**src/rtl/sine_wave_loader.sv**
```systemverilog
// sine_wave_loader
//   Writer side of the FFT sine-table interface. Fixed-point sine samples
//   sin(2*pi*m/N) arrive over a val/rdy handshake and are stored in a
//   register file. The register file drives the full SIZE_FFT-entry sine
//   array and a table_valid flag for the twiddle generators. A one-cycle
//   reload pulse restarts loading without resetting the FFT. Old entries
//   stay visible until they are overwritten.
//
//   Handshake: a sample transfers on a rising edge where recv_val and
//   recv_rdy are both high. recv_rdy is combinational: it is high only in
//   LOAD, with reload low and reset released. recv_val may be asserted at
//   any time. It has no effect while recv_rdy is low.
//
//   Optional feature, macro SINE_WAVE_LOADER_SYMMETRY_EN:
//   Only quadrant samples k=0..N/4 are loaded and stored. The remaining
//   entries are derived by sine symmetry, using a mirror about N/4 and a
//   negated second half. Without the macro, all N samples are loaded and
//   stored directly.
//
// Ports
//   clk           : clock, rising edge
//   reset         : synchronous reset, active low
//   reload        : one-cycle pulse, restarts table loading
//   recv_msg      : sample for the current load index
//   recv_val      : recv_msg valid
//   recv_rdy      : loader accepts a sample this cycle
//   sine_wave_out : [0:SIZE_FFT-1] sine table, entry m = sin(2*pi*m/N)
//   table_valid   : full table loaded and stable
//   dbg_state_o   : FSM state (0 = LOAD, 1 = READY) for checkers

module sine_wave_loader #(
    parameter int BIT_WIDTH  = 32,
    parameter int DECIMAL_PT = 16,
    parameter int SIZE_FFT   = 8
) (
    input  logic                 clk,
    input  logic                 reset,
    input  logic                 reload,
    input  logic [BIT_WIDTH-1:0] recv_msg,
    input  logic                 recv_val,
    output logic                 recv_rdy,
    output logic [BIT_WIDTH-1:0] sine_wave_out [0:SIZE_FFT-1],
    output logic                 table_valid,
    output logic                 dbg_state_o
);

`ifdef SINE_WAVE_LOADER_SYMMETRY_EN
    localparam int LOAD_COUNT = SIZE_FFT / 4 + 1;
`else
    localparam int LOAD_COUNT = SIZE_FFT;
`endif
    localparam int IDX_W = $clog2(SIZE_FFT) + 1;

    typedef enum logic {
        ST_LOAD  = 1'b0,
        ST_READY = 1'b1
    } state_e;

    state_e               state_q, state_d;
    logic [IDX_W-1:0]     idx_q, idx_d;
    logic                 valid_q, valid_d;
    logic [BIT_WIDTH-1:0] store_q [0:LOAD_COUNT-1];
    logic                 hs;

    assign recv_rdy    = (state_q == ST_LOAD) && !reload && reset;
    assign hs          = recv_val && recv_rdy;
    assign table_valid = valid_q;
    assign dbg_state_o = state_q;

    always_comb begin
        state_d = state_q;
        idx_d   = idx_q;
        valid_d = valid_q;
        if (reload) begin
            state_d = ST_LOAD;
            idx_d   = '0;
            valid_d = 1'b0;
        end else if (hs) begin
            // idx stops at LOAD_COUNT-1 on the last sample, so no write can wrap.
            if (idx_q == IDX_W'(LOAD_COUNT - 1)) begin
                state_d = ST_READY;
                valid_d = 1'b1;
            end else begin
                idx_d = idx_q + 1'b1;
            end
        end
    end

    always_ff @(posedge clk) begin
        if (!reset) begin
            state_q <= ST_LOAD;
            idx_q   <= '0;
            valid_q <= 1'b0;
            for (int m = 0; m < LOAD_COUNT; m++) begin
                store_q[m] <= '0;
            end
        end else begin
            state_q <= state_d;
            idx_q   <= idx_d;
            valid_q <= valid_d;
            if (hs) begin
                for (int m = 0; m < LOAD_COUNT; m++) begin
                    if (idx_q == IDX_W'(m)) begin
                        store_q[m] <= recv_msg;
                    end
                end
            end
        end
    end

`ifdef SINE_WAVE_LOADER_SYMMETRY_EN
    // Quadrant k maps directly. N/2-k mirrors k. The second half is the
    // negated first half. Negation wraps the most-negative value to itself.
    for (genvar k = 0; k < SIZE_FFT; k++) begin : g_out
        localparam int KH = (k < SIZE_FFT / 2) ? k : k - SIZE_FFT / 2;
        localparam int J  = (KH <= SIZE_FFT / 4) ? KH : SIZE_FFT / 2 - KH;
        if (k < SIZE_FFT / 2) begin : g_pos
            assign sine_wave_out[k] = store_q[J];
        end else begin : g_neg
            assign sine_wave_out[k] = -store_q[J];
        end
    end
`else
    for (genvar k = 0; k < SIZE_FFT; k++) begin : g_out
        assign sine_wave_out[k] = store_q[k];
    end
`endif

    logic unused_param;
    assign unused_param = (DECIMAL_PT < 0);

endmodule

```
**config.mk**
```make
export PLATFORM = sky130hd
export DESIGN_NAME = sine_wave_loader
export DESIGN_NICKNAME = d
export VERILOG_FILES = /design/src/rtl/sine_wave_loader.sv
export SDC_FILE = /design/constraint.sdc
export NUM_CORES = 1
export LEC_CHECK = 0
export BUFFER_PORTS_ARGS = -buffer_cell sky130_fd_sc_hd__buf_2
export CAP_MARGIN = 5
export CORE_MARGIN = 5
export CORE_UTILIZATION = 48
export CTS_BUF_LIST = sky130_fd_sc_hd__clkbuf_2
export DETAILED_ROUTE_END_ITERATION = 16
export PLACE_DENSITY_LB_ADDON = 0.05
export REMOVE_ABC_BUFFERS = 1
export SYNTH_ARGS = -nofsm -noshare
export SYNTH_HDL_FRONTEND = slang
export SYNTH_SLANG_ARGS = --single-unit
```
**constraint.sdc**
```tcl
create_clock -name clk -period 3.7 [get_ports clk]
set_input_delay 0.185 -clock clk [delete_from_list [all_inputs] [get_ports clk]]
set_output_delay 0.185 -clock clk [all_outputs]
set_load 0.05 [all_outputs]
```
==> metrics.log, run 1 <==
[metrics] Final nets: approximately 1000
[metrics] min-delay worst type: in2reg
[metrics] drt wl/cell: roughly 22 um
[metrics] fraction of final layout cells with drive strength greater than 1: 0.424
[metrics] clock insertion delay at the later pin of the skew report: ~0.77 ns
[metrics] Ports: approximately 300
[metrics] worst-case clock skew: ~0.043 ns
[metrics] tightest slew margin relative to the limit: 0.265
[metrics] total grt overflow: 0
[metrics] Syn Std Cell Area: ~9500 um^2
[metrics] Layout Cell Area excl Fill: approximately 12000 um^2
[metrics] filler cell count in the final layout: around 1700
[metrics] Area Overhead vs Synth: 27.1%
[metrics] Yosys reg bits: 261
[metrics] number of H-tree levels: 3
[metrics] cell area after placement: around 11000 um^2
[metrics] peak clock frequency supported by timing: roughly 350 MHz
[metrics] fin cells: 1276
[metrics] placer congestion estimate: around 0.8
[metrics] final critical-path share of the clock period: 0.765
[metrics] setup tns final: 0 ns
[metrics] total setup buffers inserted after CTS: 0
[metrics] Simple-Gate Fraction of Synth Area: 0.130
[metrics] Slowest cell on crit path: sky130_fd_sc_hd__o21ai_4
[metrics] worst voltage drop across the vdd grid: ~0.24 mV
[metrics] TritonCTS buffer count: 67
[metrics] category of the most critical setup path: reg2reg
[metrics] Die W: between 150 and 200 um
[metrics] Remaining DRCs: 0
[metrics] vias per cell: between 5 and 6
[metrics] number of distinct library cells after synthesis: 27
[metrics] Detail Route Antenna Nets: 0
[metrics] final setup violation count: 0
[metrics] Max Slew Vio Count: 0
[metrics] kind of start point of the critical path: flop
[metrics] area share of fa/ha/maj cells after synthesis: 0.00525
[metrics] worst endpoint data arrival time: 3.26 ns
[metrics] outcome: completed
[metrics] Initial Utilization: 0.488
[metrics] total count of hold-check failures in the final report: 0
[metrics] 1st-pass router iterations: 5
[metrics] area occupied by multi-input gates: approximately 1400 um^2
[metrics] Largest stage delay, worst path: roughly 0.74 ns
[metrics] GRT Util Overall: 0.239
[metrics] die area: around 23000 um^2
[metrics] antenna violations before repair: 1
[metrics] max-cap check violation count: 0
[metrics] Static Leakage: ~5.2 nW
[metrics] required time of the worst setup path: around 4.1 ns
[metrics] TritonCTS Sinks: approximately 260
[metrics] first-pass GRT wire length: roughly 40000 um
[metrics] core footprint: 19500 um^2
[metrics] Clock Path Buffers: 3
[metrics] count of routing violations after the opening detailed-route iteration: 417
[metrics] Worst-path clk slew: 0.10 ns
[metrics] Synth Warn #: 0
[metrics] Clk Tree Root Cell: sky130_fd_sc_hd__clkbuf_2
[metrics] time the worst path needs with I/O delays and setup: about 2.8 ns
[metrics] Post-Synthesis Mean Instance Area: roughly 16 um^2
[metrics] CTS tree: built
[metrics] storage element area: 7790 um^2
[metrics] Final Routed Wirelength: ~28000 um
[metrics] vertical die dimension: 151 um
[metrics] setup repair after global routing missed its margin: false
[metrics] Worst Path Buf+Inv: 1
[metrics] Slew @ Worst Pin: 1.10 ns
[metrics] largest family of logic cells by synthesized area: simple AND/OR/NAND/NOR gates
[metrics] detailed placement HPWL: roughly 18000 um
[metrics] Placed Cells incl. Taps: approximately 1100
[metrics] commonest non-fill, non-tap cell in the layout: sky130_fd_sc_hd__buf_2
[metrics] compound-cell area share of the yosys netlist: 0.00787
[metrics] commonest non-fill, non-tap cells in the layout: sky130_fd_sc_hd__buf_2 (294), sky130_fd_sc_hd__edfxtp_1 (256), sky130_fd_sc_hd__nor3_1 (121)
[metrics] final cell utilization of the core: 0.621
[metrics] cell family with most CP delay: simple AND/OR/NAND/NOR gates
[metrics] pin count of the biggest net entering global routing: between 70 and 80
[metrics] share of synthesized area occupied by flip-flops and latches: 0.816
[metrics] via count of the first global-routing pass: 6712
[metrics] xor and xnor area share after synthesis: 0
[metrics] multiplexer area fraction after synthesis: 0
[metrics] power density normalized to cell area: 501 nW/um^2
[metrics] critical path, cell by cell: and4bb_1, nand2_4, o21ai_4, buf_4
[metrics] Setup crit end kind: flop
[metrics] port buffer count: 294
[metrics] cell row count: between 50 and 60
[metrics] total number of vias: 6500
[metrics] largest driver fanout on the critical path: 35
[metrics] gate count of the mapped netlist: around 600
==> logic make-up after synthesis <==
logic type / count (synthesis)
AOI/OAI and AO/OA: 14
adders and majority gates: 4
DFF: 261
and+or+nand+nor: 249
buffers and inverters: 74
==> layout make-up <==
type / count / share of cell area
Inverter: 34 / 0.0105
Timing Repair Buffer: 340 / 0.157
Tap cell: 265 / 0.0274
Sequential cell: 261 / 0.643
Multi-Input combinational cell: 267 / 0.119
Clock buffer: 98 / 0.0405
Clock inverter: 9 / 0.00299
Antenna cell: 2 / 0.000413
==> path summary, 6_finish.rpt <==
check / start / to / slack, ns / depth (start not counted)
max reg2reg: table_valid / store_q[1][126] / 0.87 / 4
min: reset / idx_q[0] / 0.23 / 4
max: table_valid / store_q[1][126] / 0.87 / 4
min reg2reg: idx_q[0] / idx_q[0] / 0.56 / 2
==> routing by layer <==
layer  part of all wire  track usage  wire length [um]  up-vias
met2               0.48        0.385             13200      333
met3              0.098       0.0751              2700       39
met1               0.40        0.310             11000     3170
met5                  0            0                 0        -
li1                   -            -                 -     2958
met4              0.023       0.0830               630        0
==> metrics by stage <==
stage / power, mW / hold slack (ns) / setup slack [ns]
6_report: 6.08 / 0.233 / 0.870
5_1_grt: 6.33 / 0.204 / 0.663
4_1_cts: 6.13 / 0.175 / 0.812
3_5_place_dp: 4.34 / 0.523 / 0.834
3_3_place_gp: 4.33 / 0.511 / 0.962
2_1_floorplan: 4.09 / 0.383 / -1.89
==> synth_stat cells (all sizes together) <==
cell      n  area share
nor3    129       0.072
edfxtp  256        0.81
and3b     1     0.00092
inv      34       0.013
or2       1     0.00066
ha        4      0.0052
buf      31       0.024
nor2b     3      0.0020
clkbuf    9      0.0035
o21ai     9      0.0047
or3       1     0.00066
nand2b    3      0.0020
nor2     65       0.026
nand3     3      0.0042
and4bb    1      0.0013
o31ai     1     0.00079
and4      1     0.00092
or4       1     0.00079
nand2    40       0.019
dfxtp     5       0.010
o211ai    1     0.00079
a21oi     3      0.0016
==> worst register-to-register path, stage by stage, from the launching register on <==
cell and delay (ns):
sky130_fd_sc_hd__dfxtp_1 0.37, sky130_fd_sc_hd__and4bb_1 0.67, sky130_fd_sc_hd__nand2_4 0.40, sky130_fd_sc_hd__o21ai_4 0.75, sky130_fd_sc_hd__buf_4 0.34
==> repair_timing <==
item	4_1_cts	5_1_grt
setup endpoints to repair	0	0
hold buffers	35	0
endpoints found under the hold margin	235	0
resized for setup	0	0
==> state kept, by name, indices dropped and copies added, names as in the netlist <==
signal,count
idx_q,4
store_q,256
table_valid,1
==> report_power, final <==
part           total (mW)  internal, mW  switching [mW]  leakage [nW]
Combinational       0.864         0.149           0.715          2.17
Sequential           3.43          3.38          0.0464          2.65
Clock                1.79         0.691            1.10         0.426
(Power assumes the default switching activity.)
==> run 2: changes to the inputs <==
--- a/config.mk
+++ b/config.mk
@@ -8,7 +8,7 @@
 export BUFFER_PORTS_ARGS = -buffer_cell sky130_fd_sc_hd__buf_2
 export CAP_MARGIN = 5
 export CORE_MARGIN = 5
-export CORE_UTILIZATION = 48
+export CORE_UTILIZATION = 53
 export CTS_BUF_LIST = sky130_fd_sc_hd__clkbuf_2
 export DETAILED_ROUTE_END_ITERATION = 16
 export PLACE_DENSITY_LB_ADDON = 0.05
==> constraint.sdc (replaced) <==
create_clock -name clk -period 2.72 [get_ports clk]
set_input_delay 0.136 -clock clk [delete_from_list [all_inputs] [get_ports clk]]
set_output_delay 0.136 -clock clk [all_outputs]
set_load 0.05 [all_outputs]
==> run 2 against run 1 <==
Against the previous run: wire length is 2.9% lower; global-route usage increased by 1.6 points; non-clock buffer count increased by 12; final cell count decreased by 1.5%; clock power grew 37%; sequential power up 36%; register-to-register slack worse by 0.47 ns; sequential share of layout area is 0.68 points lower; combinational power is 38% higher; power is 37% higher; sequential cell count unchanged; worst setup slack got worse by 0.47 ns; largest cell class unchanged; highest routed layer unchanged.
==> metrics.log, run 2 (same netlist as run 1, synthesis figures left out) <==
[metrics] Slew @ Worst Pin: 0.695 ns (-0.404 ns)
[metrics] total count of hold-check failures in the final report: 0 (unchanged)
[metrics] sw frac: 0.302 (-0.00323)
[metrics] vias per cell: 5.23 (+2.6%)
[metrics] detailed placement HPWL: 18200 um (-0.94%)
[metrics] worst voltage drop across the vdd grid: 0.405 mV (+68%)
[metrics] Setup crit end kind: flop
[metrics] largest reg by FF count: store_q
[metrics] total number of vias: 6571 (+1.1%)
[metrics] CTS tree: built
[metrics] die area: 20800 um^2 (-8.8%)
[metrics] vertical die dimension: 144 um (-4.5%)
[metrics] Register-to-Register Setup Slack: 0.40 ns (-0.47 ns)
[metrics] commonest non-fill, non-tap cells in the layout: sky130_fd_sc_hd__buf_2 (294), sky130_fd_sc_hd__edfxtp_1 (256), sky130_fd_sc_hd__nor3_1 (121)
[metrics] clock share of power: 0.295 (about the same)
[metrics] Ports: 295 (unchanged)
[metrics] final setup violation count: 0 (unchanged)
[metrics] number of H-tree levels: 2 (-1)
[metrics] required time of the worst setup path: 3.23 ns (-0.90 ns)
[metrics] total setup buffers inserted after CTS: 0 (unchanged)
[metrics] Static Leakage: 5.31 nW (+1.4%)
[metrics] hold slack final: 0.156 ns (-0.0772 ns)
[metrics] post-placement setup slack: 0.421 ns (-0.413 ns)
[metrics] filler cell count in the final layout: 1338 (-20%)
[metrics] internal power summed over all cells: 5.79 mW (+37%)
[metrics] 1st-pass router iterations: 5 (unchanged)
[metrics] tightest slew margin relative to the limit: 0.537 (+0.272)
[metrics] count of routing violations after the opening detailed-route iteration: 483 (+16%)
[metrics] drt wl/cell: 21.3 um (-1.4%)
[metrics] Largest stage delay, worst path: 0.68 ns (-0.06 ns)
[metrics] Switch Pwr: 2.51 mW (+35%)
[metrics] port buffer count: 294 (unchanged)
[metrics] total power after layout: 8.30 mW (+37%)
[metrics] Worst Path Buf+Inv: 1 (unchanged)
[metrics] Slowest cell on crit path: sky130_fd_sc_hd__and4bb_1
[metrics] max-cap check violation count: 0 (unchanged)
[metrics] power density normalized to cell area: 677 nW/um^2 (+35%)
[metrics] antenna violations before repair: 1 (unchanged)
[metrics] Area Overhead vs Synth: 28.4%
[metrics] clock insertion delay at the later pin of the skew report: 0.83 ns (+0.06 ns)
[metrics] TritonCTS buffer count: 61 (-9.0%)
[metrics] Remaining DRCs: 0 (unchanged)
[metrics] Max Slew Vio Count: 0 (unchanged)
[metrics] critical path, cell by cell: and4bb_1, nand2_4, o21ai_4, buf_12
[metrics] cell family with most CP delay: simple AND/OR/NAND/NOR gates
[metrics] share of total power in sequential cells: 0.562 (-0.002)
[metrics] worst endpoint data arrival time: 2.83 ns (-0.43 ns)
[metrics] min-delay worst type: in2reg
[metrics] kind of start point of the critical path: flop
[metrics] via count of the first global-routing pass: 6657 (-0.82%)
[metrics] Detail Route Antenna Nets: 0 (unchanged)
[metrics] Worst-path clk slew: 0.10 ns (about the same)
[metrics] Clk Tree Root Cell: sky130_fd_sc_hd__clkbuf_2
[metrics] fraction of final layout cells with drive strength greater than 1: 0.421 (-0.00354)
[metrics] total grt overflow: 0 (unchanged)
[metrics] final critical-path share of the clock period: 0.852 (+0.0874)
[metrics] GRT Util Overall: 0.255 (+0.0157)
[metrics] worst-case clock skew: 0.0291 ns (-0.0138 ns)
[metrics] largest driver fanout on the critical path: 20 (-43%)
[metrics] first-pass GRT wire length: 39000 um (-2.7%)
[metrics] time the worst path needs with I/O delays and setup: 2.32 ns (-0.512 ns)
[metrics] core footprint: 17800 um^2 (-8.6%)
[metrics] Resized cells post-CTS: 0 (unchanged)
[metrics] worst path setup slack after routing: 0.402 ns (-0.468 ns)
[metrics] part of the total power dissipated in combinational logic: 0.143 (about the same)
[metrics] Die W: 144 um (-4.5%)
[metrics] Final Routed Wirelength: 26700 um (-2.9%)
[metrics] pin count of the biggest net entering global routing: 52 (-30%)
[metrics] Final nets: 1017 (+0.59%)
[metrics] commonest non-fill, non-tap cell in the layout: sky130_fd_sc_hd__buf_2
[metrics] category of the most critical setup path: reg2reg
[metrics] peak clock frequency supported by timing: 431 MHz (+22%)
[metrics] Initial Utilization: 0.535 (+0.0461)
[metrics] cell row count: 49 (-3.9%)
[metrics] Clock Path Buffers: 3 (unchanged)
[metrics] Largest register FFs: 256 (unchanged)
[metrics] outcome: completed
[metrics] Hold-fix buffers, CTS: 35 (unchanged)
[metrics] TritonCTS Sinks: 261 (unchanged)
[metrics] placer congestion estimate: 0.814 (+3.6%)
[metrics] setup repair after global routing missed its margin: false
[run 2: area by class of cell]
| class | count | area (um^2) | area share |
|---|---|---|---|
| Clock buffer | 89 | 445 | 0.0364 |
| Sequential cell | 261 | 7790 | 0.636 |
| Clock inverter | 24 | 119 | 0.00970 |
| Inverter | 34 | 128 | 0.0104 |
| Antenna cell | 1 | 2.50 | 0.000204 |
| Multi-Input combinational cell | 267 | 1440 | 0.117 |
| Tap cell | 229 | 287 | 0.0234 |
| Timing Repair Buffer | 352 | 2040 | 0.167 |
[run 2: worst reg2reg max path, delay by kind of cell, from the launching register on]
kind / cells / cell delay [ns]
simple gates: 2 / 0.93
flops: 1 / 0.37
compound gates: 1 / 0.46
buf+inv: 1 / 0.24
[run 2: layer usage]
metal / GRT usage / vias to the layer above / share of wire
met5: 0 / - / 0
met4: 0.0781 / 0 / 0.019
met3: 0.0853 / 34 / 0.10
met2: 0.423 / 355 / 0.50
met1: 0.321 / 3196 / 0.38
li1: - / 2986 / -
[run 2: worst paths after layout]
| check | end | from | cells past startpoint |
|---|---|---|---|
| max | store_q[0][98] | table_valid | 4 |
| min | idx_q[0] | reset | 4 |
| max reg2reg | store_q[0][98] | table_valid | 4 |
| min reg2reg | idx_q[3] | idx_q[3] | 2 |
[run 2: power by group through the flow]
| stage | clock [mW] | combinational [mW] | sequential (mW) |
|---|---|---|---|
| 2_1_floorplan | 0 | 0.133 | 5.43 |
| 3_3_place_gp | 0 | 1.15 | 4.75 |
| 3_5_place_dp | 0 | 1.16 | 4.75 |
| 4_1_cts | 2.51 | 1.20 | 4.66 |
| 5_1_grt | 2.72 | 1.23 | 4.68 |
| 6_report | 2.45 | 1.19 | 4.66 |
[run 2: per-stage QoR]
stage               instance area, um^2  utilization  instances  setup TNS [ns]
CTS                               12200        0.687       1256               0
finish                            12300        0.687       1257               0
global placement                  11300        0.635       1108               0
floorplan                          9280            -        562         -544.61
detailed placement                11300        0.635       1108               0
global route                      12300        0.687       1257               0
==> run 3: changes to the inputs <==
--- a/config.mk
+++ b/config.mk
@@ -13,6 +13,7 @@
 export DETAILED_ROUTE_END_ITERATION = 16
 export PLACE_DENSITY_LB_ADDON = 0.05
 export REMOVE_ABC_BUFFERS = 1
+export SETUP_SLACK_MARGIN = 0.5
 export SYNTH_ARGS = -nofsm -noshare
 export SYNTH_HDL_FRONTEND = slang
 export SYNTH_SLANG_ARGS = --single-unit
==> run 3 against run 2 <==
Against the previous run: power about the same; sequential share of layout area decreased by 0.34 points; global-route usage about the same; utilization increased by 0.36 points.
==> metrics.log, run 3 (same netlist as run 1, synthesis figures left out) <==
[metrics] outcome: completed
[metrics] tightest slew margin relative to the limit: 0.546 (+0.00888)
[metrics] Detail Route Antenna Nets: 0 (unchanged)
[metrics] category of the most critical setup path: reg2reg
[metrics] kind of start point of the critical path: flop
[metrics] final setup violation count: 0 (unchanged)
[metrics] largest reg by FF count: store_q
[metrics] clock insertion delay at the later pin of the skew report: 0.82 ns (about the same)
[metrics] worst-case clock skew: 0.0318 ns (+0.00272 ns)
[metrics] endpoint of the worst setup timing path: store_q[1][73]
[metrics] Area Overhead vs Synth: 29.1%
[metrics] depth of the most critical reg-to-reg path: 4 (unchanged)
[metrics] peak clock frequency supported by timing: 472 MHz (+9.5%)
[metrics] detailed placement HPWL: 18200 um (unchanged)
[metrics] Register-to-Register Setup Slack: 0.60 ns (+0.20 ns)
[metrics] port buffer count: 294 (unchanged)
[metrics] min-delay worst type: in2reg
[metrics] Crit. Startpoint: table_valid
[metrics] Max Slew Vio Count: 0 (unchanged)
[metrics] Static Leakage: 5.35 nW (+0.67%)
[metrics] cell row count: 49 (unchanged)
[metrics] pin count of the biggest net entering global routing: 52 (unchanged)
[metrics] Setup crit end kind: flop
[metrics] final critical-path share of the clock period: 0.778 (-0.0741)
[metrics] required time of the worst setup path: 3.20 ns (-0.03 ns)
[metrics] worst voltage drop across the vdd grid: 0.404 mV (-0.24%)
[metrics] commonest non-fill, non-tap cells in the layout: sky130_fd_sc_hd__buf_2 (294), sky130_fd_sc_hd__edfxtp_1 (256), sky130_fd_sc_hd__nor3_1 (121)
[metrics] end of the worst register-to-register path: store_q[1][73]
[metrics] count of routing violations after the opening detailed-route iteration: 492 (+1.9%)
[metrics] total count of hold-check failures in the final report: 0 (unchanged)
[metrics] reg2reg start: table_valid
[metrics] setup repair after global routing missed its margin: false
[metrics] filler cell count in the final layout: 1322 (-1.2%)
[metrics] Clk Tree Root Cell: sky130_fd_sc_hd__clkbuf_2
[metrics] commonest non-fill, non-tap cell in the layout: sky130_fd_sc_hd__buf_2
[metrics] worst path setup slack after routing: 0.603 ns (+0.202 ns)
[metrics] power density normalized to cell area: 674 nW/um^2 (-0.53%)
[metrics] die area: 20800 um^2 (unchanged)
[metrics] hold slack final: 0.162 ns (+0.00567 ns)
[metrics] worst endpoint data arrival time: 2.60 ns (-0.23 ns)
[metrics] vias per cell: 5.21 (-0.33%)
[metrics] TritonCTS Sinks: 261 (unchanged)
[metrics] drt wl/cell: 21.2 um (-0.45%)
[metrics] Worst-path clk slew: 0.10 ns (about the same)
[metrics] Remaining DRCs: 0 (unchanged)
[metrics] Largest register FFs: 256 (unchanged)
[metrics] CTS tree: built
[metrics] time the worst path needs with I/O delays and setup: 2.12 ns (-0.202 ns)
[metrics] number of H-tree levels: 2 (unchanged)
[metrics] GRT Util Overall: 0.255 (about the same)
[metrics] vertical die dimension: 144 um (unchanged)
[metrics] post-placement setup slack: 0.421 ns (unchanged)
[metrics] largest driver fanout on the critical path: 9 (-55%)
[metrics] Final nets: 1024 (+0.69%)
[metrics] placer congestion estimate: 0.814 (unchanged)
[metrics] total grt overflow: 0 (unchanged)
[metrics] Initial Utilization: 0.535 (unchanged)
[metrics] fraction of final layout cells with drive strength greater than 1: 0.426 (+0.00489)
[metrics] Die W: 144 um (unchanged)
[metrics] Slew @ Worst Pin: 0.682 ns (-0.0133 ns)
[metrics] core footprint: 17800 um^2 (unchanged)
[metrics] TritonCTS buffer count: 61 (unchanged)
[metrics] via count of the first global-routing pass: 6657 (unchanged)
[metrics] Clock Path Buffers: 3 (unchanged)
[metrics] total number of vias: 6586 (+0.23%)
[metrics] first-pass GRT wire length: 39000 um (about the same)
[metrics] Ports: 295 (unchanged)
[metrics] 1st-pass router iterations: 5 (unchanged)
[metrics] Final Routed Wirelength: 26800 um (+0.11%)
[metrics] antenna violations before repair: 1 (unchanged)
[metrics] max-cap check violation count: 0 (unchanged)
-- run 3: worst min path at each step --
stage / start / end / depth (start not counted)
after detailed placement: reload / idx_q[1] / 4
after floorplan: reload / idx_q[1] / 3
after global routing: reset / idx_q[0] / 4
final: reset / idx_q[0] / 4
after CTS: reset / idx_q[0] / 4
after global placement: reload / idx_q[1] / 4
-- run 3: through the flow --
step,setup TNS [ns],cell area (um^2),power [mW],std cells,utilization
2_1_floorplan,-544.61,9280,5.56,562,-
3_3_place_gp,0,11300,5.90,1108,0.635
3_5_place_dp,0,11300,5.91,1108,0.635
4_1_cts,0,12200,8.37,1256,0.687
5_1_grt,0,12300,8.65,1264,0.690
6_report,0,12300,8.30,1264,0.690
-- run 3: report_power, final --
group / switching, mW / total (mW) / internal (mW)
Sequential: 0.0623 / 4.66 / 4.60
Combinational: 0.973 / 1.20 / 0.227
Clock: 1.46 / 2.44 / 0.975
Total: 2.50 / 8.30 / 5.80
-- run 3: per-layer routing --
| metal | part of all wire | GRT usage | vias up |
|---|---|---|---|
| li1 | - | - | 3006 |
| met1 | 0.38 | 0.321 | 3205 |
| met2 | 0.50 | 0.423 | 343 |
| met3 | 0.10 | 0.0853 | 32 |
| met4 | 0.018 | 0.0781 | 0 |
| met5 | 0 | 0 | - |
-- run 3: layout make-up --
| type | count | area [um^2] | area share |
|---|---|---|---|
| sequential | 261 | 7790 | 0.632 |
| timing repair buffer | 359 | 2110 | 0.171 |
| multi-input combinational | 267 | 1440 | 0.117 |
| clock buffer | 89 | 445 | 0.0362 |
| tap | 229 | 287 | 0.0233 |
| inverter | 34 | 128 | 0.0104 |
| clock inverter | 24 | 119 | 0.00965 |
| antenna | 1 | 2.50 | 0.000203 |
-- run 3: repair_timing --
action | CTS | global route
endpoints found under the setup margin | 45 | 9
resized for setup | 1 | 0
hold buffers | 35 | 0
pin swaps | 0 | 1
setup buffers | 0 | 7
gates cloned | 0 | 0
hold endpoints to repair | 261 | 0
-- run 3: critical path: stages, from the launching register on --
cell and delay (ns):
sky130_fd_sc_hd__dfxtp_1 0.38, sky130_fd_sc_hd__and4bb_2 0.56, sky130_fd_sc_hd__nand2_4 0.18, sky130_fd_sc_hd__o21ai_4 0.43, sky130_fd_sc_hd__buf_4 0.25
